File: config.mk
export PLATFORM = sky130hd
export DESIGN_NAME = counter_seq_ctrl
export DESIGN_NICKNAME = d
export VERILOG_FILES = /design/src/rtl/counter_seq_ctrl.sv
export SDC_FILE = /design/constraint.sdc
export NUM_CORES = 1
export LEC_CHECK = 0
export CAP_MARGIN = 15
export CORE_MARGIN = 4
export CORE_UTILIZATION = 48
export DETAILED_ROUTE_END_ITERATION = 7
export PLACE_DENSITY = 0.89
export RECOVER_POWER = 50
export SETUP_SLACK_MARGIN = 0.02
export SLEW_MARGIN = 20
export SYNTH_ARGS = -nofsm -noshare
export SYNTH_HDL_FRONTEND = slang
export SYNTH_SLANG_ARGS = --single-unit
File: constraint.sdc
create_clock -name clk -period 1.9 [get_ports clk]
set_clock_uncertainty 0.15 [all_clocks]
set_input_delay 0.285 -clock clk [delete_from_list [all_inputs] [get_ports clk]]
set_output_delay 0.285 -clock clk [all_outputs]
set_load 0.05 [all_outputs]
File: src/rtl/counter_seq_ctrl.sv
// counter_seq_ctrl
// Sequencing controller wrapped around a WIDTH-bit up counter (position inside
// an epoch) and a WIDTH-bit down counter (epochs remaining). The host loads a
// terminal value and a run mode, arms the block and then starts it. The block
// walks the up counter from 0 to the terminal value once per epoch. It
// decrements the down counter at each terminal match. It also handles pause,
// abort and a one-cycle completion pulse.
//
// Ports:
//   clk         clock, all logic on the rising edge
//   rst         synchronous active-high reset
//   cfg_valid   configuration offer (only taken in IDLE)
//   cfg_ready   configuration accept, high only in IDLE
//   cfg_limit   terminal value for up_count
//   cfg_reload  0 = single epoch, 1 = repeat epochs until down_count hits 0
//   start       begin run (only honoured in ARMED)
//   pause       level, freezes the counters while high
//   abort       cancel the run and return to IDLE
//   up_count    registered up counter
//   down_count  registered epoch counter
//   busy        high in RUN and HOLD
//   paused      high in HOLD
//   done        one-cycle completion pulse
//   run_cycles  (only with COUNTER_SEQ_CTRL_CYCLES_EN) saturating count of
//               RUN cycles since the last start
//
// Optional feature macro: COUNTER_SEQ_CTRL_CYCLES_EN

module counter_seq_ctrl #(
  parameter int WIDTH = 4
) (
  input  logic               clk,
  input  logic               rst,
  input  logic               cfg_valid,
  output logic               cfg_ready,
  input  logic [WIDTH-1:0]   cfg_limit,
  input  logic               cfg_reload,
  input  logic               start,
  input  logic               pause,
  input  logic               abort,
  output logic [WIDTH-1:0]   up_count,
  output logic [WIDTH-1:0]   down_count,
  output logic               busy,
  output logic               paused,
  output logic               done
`ifdef COUNTER_SEQ_CTRL_CYCLES_EN
  ,
  output logic [2*WIDTH-1:0] run_cycles
`endif
);

  localparam logic [WIDTH-1:0] CNT_ZERO = {WIDTH{1'b0}};
  localparam logic [WIDTH-1:0] CNT_ONES = {WIDTH{1'b1}};
  localparam logic [WIDTH-1:0] CNT_ONE  = {{(WIDTH-1){1'b0}}, 1'b1};

  typedef enum logic [2:0] {
    IDLE  = 3'd0,
    ARMED = 3'd1,
    RUN   = 3'd2,
    HOLD  = 3'd3,
    DONE  = 3'd4
  } state_t;

  state_t           state_r;
  state_t           state_s;
  logic [WIDTH-1:0] lim_r;
  logic [WIDTH-1:0] lim_s;
  logic             reload_r;
  logic             reload_s;
  logic [WIDTH-1:0] up_s;
  logic [WIDTH-1:0] down_s;
  logic             clr_cycles_s;

  // Next-state and counter update; RUN conditions are evaluated in priority order
  always_comb begin
    state_s      = state_r;
    lim_s        = lim_r;
    reload_s     = reload_r;
    up_s         = up_count;
    down_s       = down_count;
    clr_cycles_s = 1'b0;
    case (state_r)
      IDLE: begin
        if (cfg_valid) begin
          lim_s    = cfg_limit;
          reload_s = cfg_reload;
          state_s  = ARMED;
        end else begin
          state_s = IDLE;
        end
      end
      ARMED: begin
        if (abort) begin
          state_s = IDLE;
        end else if (start) begin
          state_s      = RUN;
          up_s         = CNT_ZERO;
          down_s       = CNT_ONES;
          clr_cycles_s = 1'b1;
        end else begin
          state_s = ARMED;
        end
      end
      RUN: begin
        if (abort) begin
          state_s = IDLE;
          up_s    = CNT_ZERO;
          down_s  = CNT_ONES;
        end else if (pause) begin
          state_s = HOLD;
        end else if (up_count == lim_r) begin
          up_s   = CNT_ZERO;
          down_s = down_count - CNT_ONE;
          // Reload runs stop once the epoch counter reaches 0, so it never wraps
          if (!reload_r || (down_s == CNT_ZERO)) begin
            state_s = DONE;
          end else begin
            state_s = RUN;
          end
        end else begin
          up_s = up_count + CNT_ONE;
        end
      end
      HOLD: begin
        if (abort) begin
          state_s = IDLE;
          up_s    = CNT_ZERO;
          down_s  = CNT_ONES;
        end else if (!pause) begin
          state_s = RUN;
        end else begin
          state_s = HOLD;
        end
      end
      DONE: begin
        state_s = IDLE;
      end
      default: begin
        state_s = IDLE;
        up_s    = CNT_ZERO;
        down_s  = CNT_ONES;
      end
    endcase
  end

  // State, configuration, counter and status registers. The status flags are
  // decoded from the next state, so each one always matches the state register.
  always_ff @(posedge clk) begin
    if (rst) begin
      state_r    <= IDLE;
      lim_r      <= CNT_ONES;
      reload_r   <= 1'b0;
      up_count   <= CNT_ZERO;
      down_count <= CNT_ONES;
      cfg_ready  <= 1'b1;
      busy       <= 1'b0;
      paused     <= 1'b0;
      done       <= 1'b0;
`ifdef COUNTER_SEQ_CTRL_CYCLES_EN
      run_cycles <= {(2*WIDTH){1'b0}};
`endif
    end else begin
      state_r    <= state_s;
      lim_r      <= lim_s;
      reload_r   <= reload_s;
      up_count   <= up_s;
      down_count <= down_s;
      cfg_ready  <= (state_s == IDLE);
      busy       <= (state_s == RUN) || (state_s == HOLD);
      paused     <= (state_s == HOLD);
      done       <= (state_s == DONE);
`ifdef COUNTER_SEQ_CTRL_CYCLES_EN
      // Every RUN cycle is counted, including one that leaves on abort or pause
      if (clr_cycles_s) begin
        run_cycles <= {(2*WIDTH){1'b0}};
      end else if ((state_r == RUN) && (run_cycles != {(2*WIDTH){1'b1}})) begin
        run_cycles <= run_cycles + {{(2*WIDTH-1){1'b0}}, 1'b1};
      end else begin
        run_cycles <= run_cycles;
      end
`endif
    end
  end

endmodule

# Word level (Yosys, flattened, before mapping)
# Cells that the tools add are included.
[word_totals] inputBits=11 elab_cells=59 out_inout_bits=12 ff_bits=20
[classes] add_sub_neg=2 eq_ne=13 bitwise_logic=1 n_reduce_logical=10 n_mux=24
[op_table] cell="$mux W4" n=12
[op_table] cell="$pmux W4 S4" n=2
[op_table] cell="$eq A3 B2 Y1 const B" n=4
[op_table] cell="$mux W3" n=4
[op_table] cell="$pmux W3 S4" n=1
[op_table] cell="$eq A3 B3 Y1 const B" n=2
[op_table] cell="$logic_not A3 Y1" n=2
[op_table] cell="$mux W2" n=3
[op_table] cell="$ne A2 B2 Y1 const B" n=3
[op_table] cell="$ne A3 B3 Y1 const B" n=2
[op_table] cell="$reduce_and A6 Y1" n=1
[op_table] cell="$reduce_and A5 Y1" n=1
[op_table] cell="$add A4 B1 Y4 const B" n=1
[op_table] cell="$eq A4 B4 Y1" n=1
[op_table] cell="$logic_not A4 Y1" n=1
[op_table] cell="$sub A4 B1 Y4 const B" n=1
[op_table] cell="$eq A3 B1 Y1 const B" n=1
[op_table] cell="$logic_or A1 B1 Y1" n=2
[op_table] cell="$mux W1" n=2
[op_table] cell="$reduce_and A2 Y1" n=1
[op_table] cell="$reduce_or A2 Y1" n=1
[op_table] cell="$logic_not A1 Y1" n=1
[op_table] cell="$not A1 Y1" n=1

# Logic depth before layout (Yosys ltp)
[depth] ltp_word=10 depth_mapped=7 depth_no_buf=7

# Worst setup path after synthesis
# OpenSTA, ideal clock, no wires.
[synth_timing] kind="flip-flop to flip-flop" startpoint="register down_count[0]" endpoint="register paused" path_slack_ns=-0.083 setup_ns=0.132 t_required_ns=1.618 synth_period_minus_slack_ns=1.983 arrival_ns=1.701 path_buffers=0 path_stages_with_launch=7 cell_sequence="dfxtp_1 > inv_1 > ha_1 > o31ai_1 > a31oi_1 > o41ai_2 > nor3_1"
[synth_between] elab_chain_len=9
[synth_rtl] item="start: declaration" line="42" source="output logic [WIDTH-1:0] down_count,"
[synth_rtl] item="start signal: assignment" line="167" source="down_count <= down_s;"
[synth_rtl] item="$sub A4 B1 Y4" line="113" source="down_s = down_count - CNT_ONE;"
[synth_rtl] item="$logic_not A4 Y1" line="115" source="if (!reload_r || (down_s == CNT_ZERO)) begin"
[synth_rtl] item="$logic_or A1 B1 Y1" line="115"
[synth_rtl] item="$mux W3" line="115"
[synth_rtl] item="$mux W3" line="111" source="end else if (up_count == lim_r) begin"
[synth_rtl] item="$mux W3" line="109" source="end else if (pause) begin"
[synth_rtl] item="$mux W3" line="105" source="if (abort) begin"
[synth_rtl] item="$pmux W3 S4" line="82" source="case (state_r)"
[synth_rtl] item="$eq A3 B2 Y1" line="170" source="paused <= (state_s == HOLD);"
[synth_rtl] item="end signal: assignment" line="170"
[synth_rtl] item="end: declaration" line="44" source="output logic paused,"
# No other way between the ends.
# A chain may end at the register's enable or synchronous reset.

# Worst setup path in the final report
[layout_timing] startpoint="register down_count[1]" endpoint="register state_r[1]"
[layout_between] elab_chain_len=8
[layout_rtl] item="$sub A4 B1 Y4" line="113"
[layout_rtl] item="$logic_not A4 Y1" line="115"
[layout_rtl] item="$logic_or A1 B1 Y1" line="115"
[layout_rtl] item="$mux W3" line="115"
[layout_rtl] item="$mux W3" line="111"
[layout_rtl] item="$mux W3" line="109"
[layout_rtl] item="$mux W3" line="105"
[layout_rtl] item="$pmux W3 S4" line="82"
[layout_rtl] item="end signal: assignment" line="163" source="state_r <= state_s;"
[layout_rtl] item="end: declaration" line="64" source="state_t state_r;"
# No other way between the ends.

==> summary by stage <==
Run status
The run finished with clean final reports.

Clock tree
In this run the number of H-tree levels came out at 1. Clock tree synthesis selected as its root buffer the cell sky130_fd_sc_hd__clkbuf_4. TritonCTS built the clock tree. The clock insertion delay at the later pin of the skew report is roughly 300 ps. The maximum buffer depth of the clock tree is 2.

The number of sinks driven by the clock tree is 20. The clock buffer count from CTS is 3. Clock-pin slew was measured on the worst setup and hold paths at 110 ps.

Routing
After detailed routing, the number of vias per cell comes to 5.304. The number of design rule violations left after detail routing is 0. After detailed routing, the average wire length per cell comes to 13.31 um. The wire length reported by the detailed router is 2.276 mm. The detailed router placed 907 vias in this run. In this run, the number of DRC markers left after iteration 0 of detailed routing was 11. The pre-antenna-repair detailed-routing pass consisted of 4 iterations. The count of nets left with antenna violations once routing finished came out at 0.

Floorplan
The total core area is 0.001962 mm2. The floorplan die height is roughly 54 um. Measured along the x axis, the die boundary spans 53.61 um. The die covers approximately 0.0029 mm2. In this run the core area contains 16 standard-cell rows. For this configuration, the core starts out at a cell density of 0.5089. The boundary pin count is 23.

Global route
Entering global routing, the biggest net connects 13 pins. The sum of overflow across all layers after global routing is 0. The number of global-route vias before repair is 930. The wire length of the first global-routing pass is 3.988 mm. In the global route stage, overall resource usage came out at 0.1898. The initial antenna violation count came to 0.

Critical path
On the worst path, the slowest cell contributes a delay of 350 ps. The master of the slowest instance on the critical path is sky130_fd_sc_hd__dfxtp_2. The critical path goes through inv_1, ha_1, nand2_1, o31ai_4, a31oi_4, o41ai_4, nor2_1. The worst setup path is launched from a flop. On the critical path the largest part of the delay comes from compound AO/OA/AOI/OAI gates. The worst flop-to-flop path startpoint is down_count[1]$_SDFFE_PP1P_.

The arrival time of the worst setup path is 1790 ps. The number of buffers and inverters on the critical path is 1. The largest fanout on the critical path is 4. The critical path starts at down_count[1]$_SDFFE_PP1P_. The setup path with the least slack is of type flop to flop. The data required time at the worst endpoint is around 1900 ps.

The endpoint kind of the worst setup timing path is a flop.

Power and ir drop
The sequential power share is 0.483. The maximum vdd drop is around 0.57 mV. In this run the power spent charging and discharging nets is ~0.21 mW. The clock network power share is 0.377.

Summed over all cells, the static leakage comes to 0.5287 nW. Of the total power, combinational logic draws 0.141. The internal portion of the total power is slightly above 0.7 mW. Dividing total power by cell area gives a power density of between 600 and 700 mW/mm2. Of the total power, the share spent switching nets is 0.2265.

Timing
The final critical-path share of the clock period is 0.9215. The pin slew with the least headroom to its limit is 612.6 ps. The final-report hold violation count is 0. For the finished layout, the period the worst path requires is 1751 ps. The worst relative slew slack is 0.5933. The final count of pins violating max slew is 0. The setup TNS after final layout is 0 ps. Setup repair after global routing left no endpoint under its margin. The number of endpoints failing setup at the final stage is 0. The top achievable clock speed is 0.5712 GHz.

Layout
The count of antenna diodes in the layout is 0. The total non-filler cell area in the finished layout is ~0.0014 mm2. The final core utilization is 0.6958. The fraction of final layout cells with drive strength greater than 1 is 0.2431. The final layout contains about 160 nets. The area overhead of the layout relative to synthesis is 36.72%.

Counting the fill cells in the layout gives 160.

Synth
The post-synthesis async set-or-reset flop share is 0. The number of warnings issued by yosys is 0. The synthesized netlist occupies a cell area of about 1000 um2. The sequential cell area fraction in the yosys report is 0.4010. The number of storage elements in the synthesis netlist is 20. In this run, synthesis inferred 0 flip-flops with an integrated enable. The number of standard cells after synthesis is 105.

Averaged over all synthesized cells, the footprint is 9.509 um2. The distinct cell type count after synthesis is 33. The most used flip-flop cell after synthesis is sky130_fd_sc_hd__dfxtp_1. Counting every net in the synthesized netlist gives 119.

Job
The reported max-cap violation count is 0.

Place
Once detailed placement completed, the half-perimeter wirelength came to approximately 1.7 mm. The count of port buffers added during placement is 22. Summing all placed instances gives a cell area of roughly 0.0013 mm2. The final weighted congestion in routability-driven placement is 0.7360.

Worst hold path
The class of the most critical hold timing path is flop to flop. The startpoint identified for the worst hold timing path is lim_r[2]$_SDFFE_PP1P_.
-- synth_stat cells, types with 2 or more instances --
| library cell | count | share of area |
|---|---|---|
| sky130_fd_sc_hd__dfxtp_1 | 20 | 0.40 |
| sky130_fd_sc_hd__nor2_1 | 11 | 0.041 |
| sky130_fd_sc_hd__nand2_1 | 9 | 0.034 |
| sky130_fd_sc_hd__mux2i_1 | 6 | 0.060 |
| sky130_fd_sc_hd__nor3_1 | 6 | 0.030 |
| sky130_fd_sc_hd__inv_1 | 5 | 0.019 |
| sky130_fd_sc_hd__o21ai_0 | 5 | 0.025 |
| sky130_fd_sc_hd__xnor2_1 | 5 | 0.044 |
| sky130_fd_sc_hd__a21oi_1 | 3 | 0.015 |
| sky130_fd_sc_hd__a31oi_1 | 3 | 0.019 |
| sky130_fd_sc_hd__ha_1 | 3 | 0.038 |
| sky130_fd_sc_hd__buf_6 | 2 | 0.023 |
| sky130_fd_sc_hd__nand4_1 | 2 | 0.013 |
| sky130_fd_sc_hd__nor4_1 | 2 | 0.013 |
| sky130_fd_sc_hd__nor4b_4 | 2 | 0.048 |
| sky130_fd_sc_hd__o21a_1 | 2 | 0.015 |
| sky130_fd_sc_hd__o21bai_1 | 2 | 0.015 |
| sky130_fd_sc_hd__xor2_1 | 2 | 0.018 |
-- per-stage QoR --
| stage | hold WS (ps) | instances | setup WS, ps | power (mW) |
|---|---|---|---|---|
| 2_1_floorplan | 212.9 | 105 | 64.96 | 0.5301 |
| 3_3_place_gp | 329.9 | 163 | -69.08 | 0.5826 |
| 3_5_place_dp | 345.4 | 163 | -133.7 | 0.5864 |
| 4_1_cts | 374.6 | 171 | 25.76 | 0.9311 |
| 5_1_grt | 412.2 | 171 | 26.60 | 0.9560 |
| 6_report | 367.6 | 171 | 149.2 | 0.9186 |
-- area by class of cell --
cell class / count / area, um2 / area share
Multi-Input combinational cell: 76 / 584.3 / 0.4280
Sequential cell: 20 / 410.4 / 0.3006
Timing Repair Buffer: 39 / 265.3 / 0.1943
Clock inverter: 1 / 30.03 / 0.02200
Tap cell: 27 / 33.78 / 0.02475
Clock buffer: 3 / 22.52 / 0.01650
Inverter: 5 / 18.77 / 0.01375
-- placed cells by master (no fill, tap or decap), types with 2 or more instances in the layout --
master                            count
sky130_fd_sc_hd__buf_4               15
sky130_fd_sc_hd__dfxtp_1             14
sky130_fd_sc_hd__clkbuf_1            14
sky130_fd_sc_hd__nor2_1              11
sky130_fd_sc_hd__clkdlybuf4s50_1     10
sky130_fd_sc_hd__nand2_1              9
sky130_fd_sc_hd__mux2i_1              6
sky130_fd_sc_hd__nor3_1               6
sky130_fd_sc_hd__inv_1                5
sky130_fd_sc_hd__xnor2_1              5
sky130_fd_sc_hd__dfxtp_2              5
sky130_fd_sc_hd__o21ai_0              4
sky130_fd_sc_hd__a21oi_1              3
sky130_fd_sc_hd__clkbuf_4             3
sky130_fd_sc_hd__o21bai_1             2
sky130_fd_sc_hd__o21a_1               2
sky130_fd_sc_hd__nand4_1              2
sky130_fd_sc_hd__o21ai_1              2
sky130_fd_sc_hd__a31oi_1              2
sky130_fd_sc_hd__xor2_1               2
sky130_fd_sc_hd__nor4_1               2
sky130_fd_sc_hd__ha_1                 2
-- power by group through the flow --
stage	combinational (mW)	clock, mW	sequential (mW)
after floorplan	0.0674	0	0.463
after global placement	0.129	0	0.453
after detailed placement	0.132	0	0.454
after CTS	0.140	0.348	0.444
after global routing	0.141	0.369	0.445
final	0.129	0.346	0.443
-- layer usage --
metal  global-route usage  wire [um]  part of all wire  vias up
li1                     -          -                 -      451
met1               0.2190        997              0.44      429
met2               0.3449       1140              0.50       22
met3              0.04709        110             0.048        5
met4              0.05106         28             0.012        0
met5                    0          0                 0        -
-- what timing repair did --
item                                   4_1_cts  5_1_grt
buffers inserted                             4        0
endpoints found under the hold margin        0        0
gates resized for setup                      9        3
setup endpoints to repair                    1        6
pin swaps                                    4        1
hold buffers                                 0        0
-- path summary, 6_finish.rpt --
check	to	depth (start not counted)	slack, ps
worst min-delay path	lim_r[2]$_SDFFE_PP1P_	2	370
worst min register to register	lim_r[2]$_SDFFE_PP1P_	2	370
worst max-delay path	state_r[1]$_SDFF_PP0_	7	150
worst max register to register	state_r[1]$_SDFF_PP0_	7	150
-- sequential cells by signal, summed over array words and instances, names as in the netlist --
name,flops
down_count,4
lim_r,4
up_count,4
state_r,3
busy,1
cfg_ready,1
done,1
paused,1
reload_r,1
-- cells by family (layout without fill, tap and decap cells) --
kind of cell             Yosys count  in the layout  synth area share
adder cells (fa/ha/maj)            3              3           0.03760
flip-flops                        20             20            0.4010
buffers and inverters              9             48           0.05263
AND/OR/NAND/NOR                   40             40            0.2419
AO/OA/AOI/OAI                     20             20            0.1454
multiplexers                       6              6           0.06015
XOR/XNOR                           7              7           0.06140
-- worst register-to-register path, stage by stage, from the launching register on --
cell and delay (ps):
sky130_fd_sc_hd__dfxtp_2 350, sky130_fd_sc_hd__inv_1 80, sky130_fd_sc_hd__ha_1 230, sky130_fd_sc_hd__nand2_1 110, sky130_fd_sc_hd__o31ai_4 260, sky130_fd_sc_hd__a31oi_4 70
sky130_fd_sc_hd__o41ai_4 280, sky130_fd_sc_hd__nor2_1 110
No activity file was read; power rests on OpenSTA's default activity.
